## src/rtl/mannix_mem_pkg.sv

```systemverilog
// mannix_mem_pkg: shared types, arbitration modes and line-width helpers for the memory read path
package mannix_mem_pkg;
  typedef enum logic {IDLE, BUSY} arb_state_t;
  localparam int ARB_RR = 0;
  localparam int ARB_FIXED = 1;
  function automatic int line_w(int word_width, int num_words);
    return word_width * num_words;
  endfunction
  function automatic int last_valid_w(int word_width, int num_words);
    return $clog2(word_width * num_words / 8);
  endfunction
endpackage

```

## src/rtl/mem_read_arb_rr_pick.sv

```systemverilog
// rr_pick: combinational rotating-priority picker using double-width mask-and-find-first
module rr_pick #(
  parameter int N = 4,
  localparam int CH_W = $clog2(N)
) (
  input  logic [N-1:0]    req,
  input  logic [CH_W-1:0] ptr,
  input  logic            mode,
  output logic            valid,
  output logic [CH_W-1:0] index
);
  logic [CH_W-1:0] start;
  logic [2*N-1:0] masked;
  always_comb begin
    start = mode ? CH_W'(0) : ptr;
    masked = {req, req} & ~(((2*N)'(1) << start) - (2*N)'(1));
    valid = |req;
    index = '0;
    for (int i = 2*N-1; i >= 0; i--) if (masked[i]) index = CH_W'(i < N ? i : i - N);
  end
endmodule

```

## src/rtl/mem_read_arb.sv

```systemverilog
// mem_read_arb: locks one of NUM_CH client read channels onto the shared memory read port until its last beat
module mem_read_arb import mannix_mem_pkg::*; #(
  parameter int WORD_WIDTH = 8,
  parameter int NUM_WORDS_IN_LINE = 32,
  parameter int ADDR_WIDTH = 19,
  parameter int NUM_CH = 4,
  parameter int MODE = ARB_RR,
  localparam int LINE_W = line_w(WORD_WIDTH, NUM_WORDS_IN_LINE),
  localparam int LAST_VALID_W = last_valid_w(WORD_WIDTH, NUM_WORDS_IN_LINE),
  localparam int CH_W = $clog2(NUM_CH)
) (
  input  logic                         clk,
  input  logic                         rst,
  input  logic [NUM_CH-1:0]            cl_req,
  input  logic [NUM_CH*ADDR_WIDTH-1:0] cl_start_addr,
  input  logic [NUM_CH*ADDR_WIDTH-1:0] cl_size_bytes,
  output logic [NUM_CH-1:0]            cl_gnt,
  output logic [NUM_CH-1:0]            cl_last,
  output logic [LINE_W-1:0]            cl_data,
  output logic [LAST_VALID_W-1:0]      cl_last_valid,
  output logic                         mem_req,
  output logic [ADDR_WIDTH-1:0]        mem_start_addr,
  output logic [ADDR_WIDTH-1:0]        mem_size_bytes,
  input  logic                         mem_gnt,
  input  logic                         mem_last,
  input  logic [LINE_W-1:0]            mem_data,
  input  logic [LAST_VALID_W-1:0]      mem_last_valid,
  output logic                         busy,
  output logic [CH_W-1:0]              owner
);
  arb_state_t state, state_d;
  logic [CH_W-1:0] ptr, win;
  logic win_valid, done;
  assign done = mem_gnt & mem_last;
  rr_pick #(.N(NUM_CH)) u_pick (
    .req(cl_req),
    .ptr(ptr),
    .mode(MODE == ARB_FIXED),
    .valid(win_valid),
    .index(win)
  );
  always_ff @(posedge clk) begin
    if (rst) begin
      state <= IDLE;
      owner <= '0;
      ptr <= '0;
      mem_start_addr <= '0;
      mem_size_bytes <= '0;
    end else begin
      state <= state_d;
      if (state == IDLE && win_valid) begin
        owner <= win;
        mem_start_addr <= cl_start_addr[win*ADDR_WIDTH +: ADDR_WIDTH];
        mem_size_bytes <= cl_size_bytes[win*ADDR_WIDTH +: ADDR_WIDTH];
      end
      if (state == BUSY && done && MODE == ARB_RR) ptr <= owner == CH_W'(NUM_CH-1) ? '0 : owner + 1'b1;
    end
  end
  always_comb state_d = state == IDLE ? (win_valid ? BUSY : IDLE) : (done ? IDLE : BUSY);
  // Return path is purely combinational so beats reach the owner with no added latency.
  always_comb begin
    busy = state == BUSY;
    mem_req = busy;
    cl_gnt = '0;
    cl_last = '0;
    cl_gnt[owner] = busy & mem_gnt;
    cl_last[owner] = busy & done;
    cl_data = mem_data;
    cl_last_valid = mem_last_valid;
  end
endmodule

```

## config.mk

```make
export PLATFORM = sky130hd
export DESIGN_NAME = mem_read_arb
export DESIGN_NICKNAME = d
export VERILOG_FILES = /design/src/rtl/mannix_mem_pkg.sv /design/src/rtl/mem_read_arb_rr_pick.sv /design/src/rtl/mem_read_arb.sv
export SDC_FILE = /design/constraint.sdc
export NUM_CORES = 1
export LEC_CHECK = 0
export ABC_AREA = 1
export CAP_MARGIN = 20
export CORE_AREA = 2 2 288 290
export CTS_BUF_LIST = sky130_fd_sc_hd__clkbuf_8
export CTS_CLUSTER_SIZE = 10
export DETAILED_ROUTE_END_ITERATION = 10
export DIE_AREA = 0 0 290 292
export PLACE_DENSITY_LB_ADDON = 0.08
export SYNTH_ARGS = -nofsm -noshare
export SYNTH_HDL_FRONTEND = slang
export SYNTH_HIERARCHICAL = 1
export SYNTH_SLANG_ARGS = --single-unit
```

## constraint.sdc

```tcl
create_clock -name clk -period 2.05 [get_ports clk]
set_input_delay 0.3075 -clock clk [delete_from_list [all_inputs] [get_ports clk]]
set_output_delay 0.3075 -clock clk [all_outputs]
set_load 0.02 [all_outputs]
```

# Yosys cells after proc, flatten, opt, wreduce, memory -nomap -nowiden
# Cells that the tools add are included.
dict set report classes {
  n_lt_le_gt_ge 2
  div 0
  n_addsub 2
  n_reduce_logical 4
  n_eq_ne 1
  muxes 14
  bitwise 8
  mul 1
  shift 3
}
# operator n
set op_table {}
lappend op_table {{variable part select 76 x 8 -> 19 bit} 2}
lappend op_table {{2-to-1 mux 2 bit} 9}
lappend op_table {{bitwise AND 4 bit} 2}
lappend op_table {{bitwise AND 8 bit} 1}
lappend op_table {{inverter 8 bit} 1}
lappend op_table {{left shift 1 x 2 -> 8 bit (first input constant)} 1}
lappend op_table {{subtractor 8 x 1 -> 8 bit (second input constant)} 1}
lappend op_table {{multiplier 2 x 5 -> 7 bit (second input constant)} 1}
lappend op_table {{2-to-1 mux 1 bit} 4}
lappend op_table {{OR reduction 4 bit} 1}
lappend op_table {{bitwise AND 1 bit} 3}
lappend op_table {{logical AND 1 bit} 3}
lappend op_table {{< comparator 2 x 3 -> 1 bit (second input constant)} 1}
lappend op_table {{adder 2 x 1 -> 2 bit (second input constant)} 1}
lappend op_table {{demux 1 bit (select 2 bit)} 1}
lappend op_table {{equality test 2 bit (second input constant)} 1}
lappend op_table {{>= comparator 2 x 1 -> 1 bit (second input constant)} 1}
lappend op_table {{inverter 1 bit} 1}
dict set report word_totals {
  ff_bits 43
  input_bits 421
  memories 0
  mem_bits_rw 0
  out_inout_bits 311
  latchBits 0
  mem_bits_ro 0
  wordCells 40
}

# Longest topological paths before layout
dict set report depth {
  word_depth 14
  ltp_mapped 13
  ltp_nobuf 10
}

# Hierarchy
# The synthesis kept the hierarchy.
# module instances cells_per_inst area_per_inst_um2 seq_area_each_um2
set by_module_without_submodules {}
lappend by_module_without_submodules {mem_read_arb 1 724 4872.2 860.8}
lappend by_module_without_submodules {rr_pick 1 20 97.6 0.0}

# Worst setup path after synthesis
# Ideal clock, no wire load.
dict set report synth_timing {
  path_kind {reg2reg}
  start {register ptr[1]}
  end {register mem_size_bytes[0]}
  setup_slack_ns 0.598
  path_stages_with_launch 10
  arrival_time_ns 1.330
  required_ns 1.928
  setup_ns 0.122
  n_path_buf 2
  period_less_slack_ns 1.452
  path_cell_list {dfxtp_1 > nand2_2 > nand2_2 > nand2_1 > a21oi_1 > buf_4 > buf_2 > nand3_1 > nand2_1 > a21oi_2}
}
dict set report synth_between {
  elab_chain_len 14
}
# item line_no
set synth_lines {}
lappend synth_lines {{start, declared} mem_read_arb.sv:32} ;# logic [CH_W-1:0] ptr, win;
lappend synth_lines {{start signal, assigned} mem_read_arb.sv:56} ;# if (state == BUSY && done && MODE == ARB_RR) ptr <= owner == CH_W'(NUM_CH-1) ? '0 : owner + 1'b1;
lappend synth_lines {{left shift 1 x 2 -> 8 bit (*)} mem_read_arb_rr_pick.sv:16} ;# masked = {req, req} & ~(((2*N)'(1) << start) - (2*N)'(1));
lappend synth_lines {{subtractor 8 x 1 -> 8 bit (*)} mem_read_arb_rr_pick.sv:16}
lappend synth_lines {{inverter 8 bit (*)} mem_read_arb_rr_pick.sv:16}
lappend synth_lines {{bitwise AND 8 bit (*)} mem_read_arb_rr_pick.sv:16}
lappend synth_lines {{2-to-1 mux 2 bit (7 in series)} mem_read_arb_rr_pick.sv:19} ;# for (int i = 2*N-1; i >= 0; i--) if (masked[i]) index = CH_W'(i < N ? i : i - N);
lappend synth_lines {{2-to-1 mux 2 bit (*)} mem_read_arb_rr_pick.sv:19}
lappend synth_lines {{named net win[1]} mem_read_arb.sv:32}
lappend synth_lines {{multiplier 2 x 5 -> 7 bit (*)} mem_read_arb.sv:54} ;# mem_size_bytes <= cl_size_bytes[win*ADDR_WIDTH +: ADDR_WIDTH];
lappend synth_lines {{variable part select 76 x 8 -> 19 bit (*)} mem_read_arb.sv:54}
lappend synth_lines {{end signal, assigned} mem_read_arb.sv:54}
lappend synth_lines {{end, declared} mem_read_arb.sv:23} ;# output logic [ADDR_WIDTH-1:0] mem_size_bytes,
# Mark *: on every way through the listed nets, which the timed path passes. The rest lies on a longest branch.
# A chain may end at the register's enable or synchronous reset.

# Final worst setup path
dict set report layout_timing {
  start {register owner[0]}
  end {output cl_last[0]}
}
dict set report layout_between {
  elab_chain_len 5
  elab_cells_between_ends 6
  classes_between {order compare (2); mux (2); bitwise (1); reduce/logical (1)}
}
# item line_no
set layout_lines {}
lappend layout_lines {{start, declared} mem_read_arb.sv:29} ;# output logic [CH_W-1:0] owner
lappend layout_lines {{start signal, assigned} mem_read_arb.sv:52} ;# owner <= win;
lappend layout_lines {{< comparator 2 x 3 -> 1 bit (implied by the code) or >= comparator 2 x 1 -> 1 bit (tied branches)} mem_read_arb.sv:67} ;# cl_last[owner] = busy & done;
lappend layout_lines {{logical AND 1 bit (implied by the code)} mem_read_arb.sv:67}
lappend layout_lines {{2-to-1 mux 1 bit (implied by the code)} mem_read_arb.sv:67}
lappend layout_lines {{demux 1 bit (select 2 bit) (*)} mem_read_arb.sv:67}
lappend layout_lines {{bitwise AND 4 bit (no source line) (*)} --}
lappend layout_lines {{end, declared} mem_read_arb.sv:18} ;# output logic [NUM_CH-1:0] cl_last,
# Mark *: on every way between the ends. The rest lies on a longest branch, timed or not.

==> parameters.txt <==
Parameter                              Value

Global routing
  Largest net degree at the start of global routing    42
  Global-route wire length before repair    35900 um
  Total congestion overflow    0
  Total routing resource utilization after global routing    6.07%
  Initial antenna violation count    2
  Vias in the first global route    4679

Floorplanning
  Io pins    732
  Core Area    81600 um2
  Row cnt    105
  Chip Width    290 um
  Die boundary height    292 um
  Initial Util    6.09%
  Die outline area    84700 um2

Timing
  Unrepaired setup endpoints after global routing    false
  Worst clock skew    17.7 ps
  Max Transition Viols Final    0
  Final clock period utilization by the worst path    90.7%
  Timing-limited maximum frequency    538 MHz
  Number of endpoints failing setup at the final stage    0
  Final Hold Fails    0
  Slack of the critical path    190 ps
  Post-layout minimum cycle time    1860 ps

Route
  Total Wirelength    26600 um
  ANT nets after route    0
  Drt wl/cell    14.9 um
  Detail-routed via count per cell    2.46
  First drt pass iteration count    5
  Number of vias in the routed layout    4384
  Drt drc    0
  Iter 0 DRT Violations    103

Critical path
  Cell class contributing the biggest share of worst-path delay    buffers and inverters
  Capture point of the worst path    cl_last[0]
  Data arrival time of the worst path    1550 ps
  FF-to-FF Start    ptr[1]$_SDFFE_PP0P_
  Element type at the critical path start    flop
  Required time of the critical path    1740 ps
  Reg-to-Reg End    mem_start_addr[0]$_SDFFE_PP0P_
  Worst setup path startpoint    owner[0]$_SDFFE_PP0P_
  Critical-path cell with the highest stage delay    sky130_fd_sc_hd__dfxtp_1
  Number of logic stages on the critical path including buffering    5
  Most frequent cell on the critical path    sky130_fd_sc_hd__inv_1
  Endpoint class of the critical path    output port
  Count of buffer and inverter cells on the critical path    3
  Critical path start-end classification    reg -> out
  Worst path cell trace    inv_1, ha_1, inv_1, nor2_1, dlygate4sd2_1
  Depth of the worst register-to-register path    11
  R2r setup slk    270 ps
  Max stage delay on crit path    360 ps
  Max Fanout on Critical Path    4

Outcome
  Result of the run    complete, no violations

Layout
  Total number of nets in the final design    1132
  Number of non-filler instances in the completed layout    1780
  Count of fill cells added during filler insertion    9560
  Ratio of cells with drive above 1 in the final layout    13.8%
  Area growth syn-to-layout    37.1%

Synth
  Leading cell types by total area after synthesis    sky130_fd_sc_hd__buf_4 (41%), sky130_fd_sc_hd__dfxtp_1 (17%), sky130_fd_sc_hd__nand2_1 (15%)
  Post-synth cell types    23
  Ys async rst share    0%
  Post-Synthesis Cells    744
  Most used flip-flop cell after synthesis    sky130_fd_sc_hd__dfxtp_1
  Fraction of synthesized cell area taken by the top area cell type    40.6%
  Synth Net Count    1169
  Number of enable flip-flop cells after synthesis    0
  Avg Synthesized Cell Area    6.68 um2
  Fraction of the yosys area taken by sequential cells    17.3%
  Flip-flop and latch count after synthesis    43
  Syn Std Cell Area    4970 um2
  Total number of yosys warnings    6
  Dominant cell type by area after synthesis    sky130_fd_sc_hd__buf_4

Place
  DP HPWL    21400 um
  Cells after DPL    1770
  # port buffers    209
  Post-place setup slack    -202 ps
  Gpl congestion    0.627

Clocking
  Number of H-tree levels    2
  Clk_lat worst skew    370 ps
  Clk sink count    43
  Total CTS buffers    5
  Cell at the root of the clock tree    sky130_fd_sc_hd__clkbuf_8
  Hold_buf cts    0
  Clock-pin transition on the worst setup and hold timing paths    110 ps
  TritonCTS clock tree    yes
  Max Buffers Root-to-Sink    2

Run
  Number of maximum-capacitance violations    0

Pwr
  PD cells    472 nW/um2
  Post-route total power    3.22 mW
  Leakage power    2.44 nW
  IR Drop Worst-Case VDD    0.218 mV

Worst hold path
  Tightest Hold Check Type    reg -> reg
report_power, final:
part,switching (mW),internal (mW),total (mW)
clock network,0.463,0.397,0.861
registers,0.0534,0.921,0.974
logic,0.688,0.694,1.38
total,1.21,2.01,3.22
registers in the layout, indices dropped and copies added, names as in the netlist:
register	count
mem_size_bytes	19
mem_start_addr	19
ptr	2
busy	1
owner	2
routing by layer:
metal	track usage [%]	wire length [um]	vias up
li1	-	-	2020
met1	6.13	9780	1941
met2	9.95	12500	310
met3	3.10	2870	111
met4	3.79	1380	2
met5	0	13	-
area by class of cell:
cell class | count | area, um2 | area share (%)
Tap cell | 1070 | 1340 | 19.7
Clock inverter | 2 | 35.0 | 0.514
Timing Repair Buffer | 255 | 2580 | 37.8
Inverter | 16 | 63.8 | 0.937
Antenna cell | 2 | 5.00 | 0.0735
Multi-Input combinational cell | 386 | 1850 | 27.1
Clock buffer | 6 | 82.6 | 1.21
Sequential cell | 43 | 862 | 12.7
repair_timing:
action                                  CTS  global route
setup buffers                             0             0
endpoints found under the hold margin     0             0
endpoints found under the setup margin    8             0
resized for setup                        10             0
Yosys cell counts, types with 2 or more instances:
library cell               instances
sky130_fd_sc_hd__clkbuf_1          8
sky130_fd_sc_hd__nor2_1           10
sky130_fd_sc_hd__dfxtp_1          43
sky130_fd_sc_hd__a21oi_2          30
sky130_fd_sc_hd__inv_2             4
sky130_fd_sc_hd__o21ai_1           2
sky130_fd_sc_hd__nand2_2           2
sky130_fd_sc_hd__buf_2            11
sky130_fd_sc_hd__buf_1             2
sky130_fd_sc_hd__nand3_1          79
sky130_fd_sc_hd__inv_1            11
sky130_fd_sc_hd__nand2_1         201
sky130_fd_sc_hd__o21ai_0          39
sky130_fd_sc_hd__buf_6             8
sky130_fd_sc_hd__a21oi_1          15
sky130_fd_sc_hd__ha_1              4
sky130_fd_sc_hd__buf_4           269
worst min path at each step:
| stage | startpoint | to | slack (ps) | depth (start not counted) |
|---|---|---|---|---|
| 2_1_floorplan | rst | ptr[0]$_SDFFE_PP0P_ | 380 | 1 |
| 6_report | ptr[0]$_SDFFE_PP0P_ | ptr[0]$_SDFFE_PP0P_ | 520 | 2 |
| 5_1_grt | ptr[0]$_SDFFE_PP0P_ | ptr[0]$_SDFFE_PP0P_ | 560 | 2 |
| 3_3_place_gp | mem_size_bytes[4]$_SDFFE_PP0P_ | mem_size_bytes[4]$_SDFFE_PP0P_ | 520 | 2 |
| 3_5_place_dp | mem_size_bytes[4]$_SDFFE_PP0P_ | mem_size_bytes[4]$_SDFFE_PP0P_ | 530 | 2 |
| 4_1_cts | rst | ptr[1]$_SDFFE_PP0P_ | 540 | 2 |
worst register-to-register path, cell delays in order, from the launching register on:
cell	delay, ps
sky130_fd_sc_hd__dfxtp_1	420
sky130_fd_sc_hd__nand3_1	90
sky130_fd_sc_hd__nand2_1	90
sky130_fd_sc_hd__nand2_1	90
sky130_fd_sc_hd__a21oi_4	180
sky130_fd_sc_hd__buf_12	140
sky130_fd_sc_hd__buf_4	190
sky130_fd_sc_hd__buf_12	180
sky130_fd_sc_hd__nand2_1	100
sky130_fd_sc_hd__nand3_1	80
sky130_fd_sc_hd__nand2_1	70
sky130_fd_sc_hd__a21oi_2	110
logic make-up after synthesis:
| logic type | synth area share (%) |
|---|---|
| buffers and inverters | 46.0 |
| adders and majority gates | 1.01 |
| AOI/OAI and AO/OA | 10.9 |
| and+or+nand+nor | 24.7 |
| DFF | 17.3 |
| other | 0.0755 |
metrics by stage:
step | util, % | area [um2] | hold slack, ps | setup TNS, ps
2_1_floorplan | - | 4970 | 377 | 0
3_3_place_gp | 8.20 | 6690 | 516 | -4960
3_5_place_dp | 8.20 | 6690 | 525 | -4490
4_1_cts | 8.34 | 6810 | 543 | 0
5_1_grt | 8.35 | 6810 | 559 | 0
6_report | 8.35 | 6810 | 519 | 0
cell usage in the layout (no fill, tap or decap), types with 2 or more instances in the layout:
cell type,count
sky130_fd_sc_hd__nand2_1,201
sky130_fd_sc_hd__clkdlybuf4s50_1,201
sky130_fd_sc_hd__nand3_1,78
sky130_fd_sc_hd__dfxtp_1,42
sky130_fd_sc_hd__o21ai_0,39
sky130_fd_sc_hd__buf_4,34
sky130_fd_sc_hd__a21oi_2,29
sky130_fd_sc_hd__a21oi_1,14
sky130_fd_sc_hd__buf_12,12
sky130_fd_sc_hd__inv_1,10
sky130_fd_sc_hd__nor2_1,10
sky130_fd_sc_hd__dlygate4sd2_1,8
sky130_fd_sc_hd__clkbuf_8,6
sky130_fd_sc_hd__inv_2,4
sky130_fd_sc_hd__ha_1,4
sky130_fd_sc_hd__diode_2,2
sky130_fd_sc_hd__nand3_2,2
sky130_fd_sc_hd__clkinv_2,2
sky130_fd_sc_hd__o21ai_1,2
sky130_fd_sc_hd__nand2_2,2
sky130_fd_sc_hd__a21oi_4,2
Power figures use the tool's default switching activity.
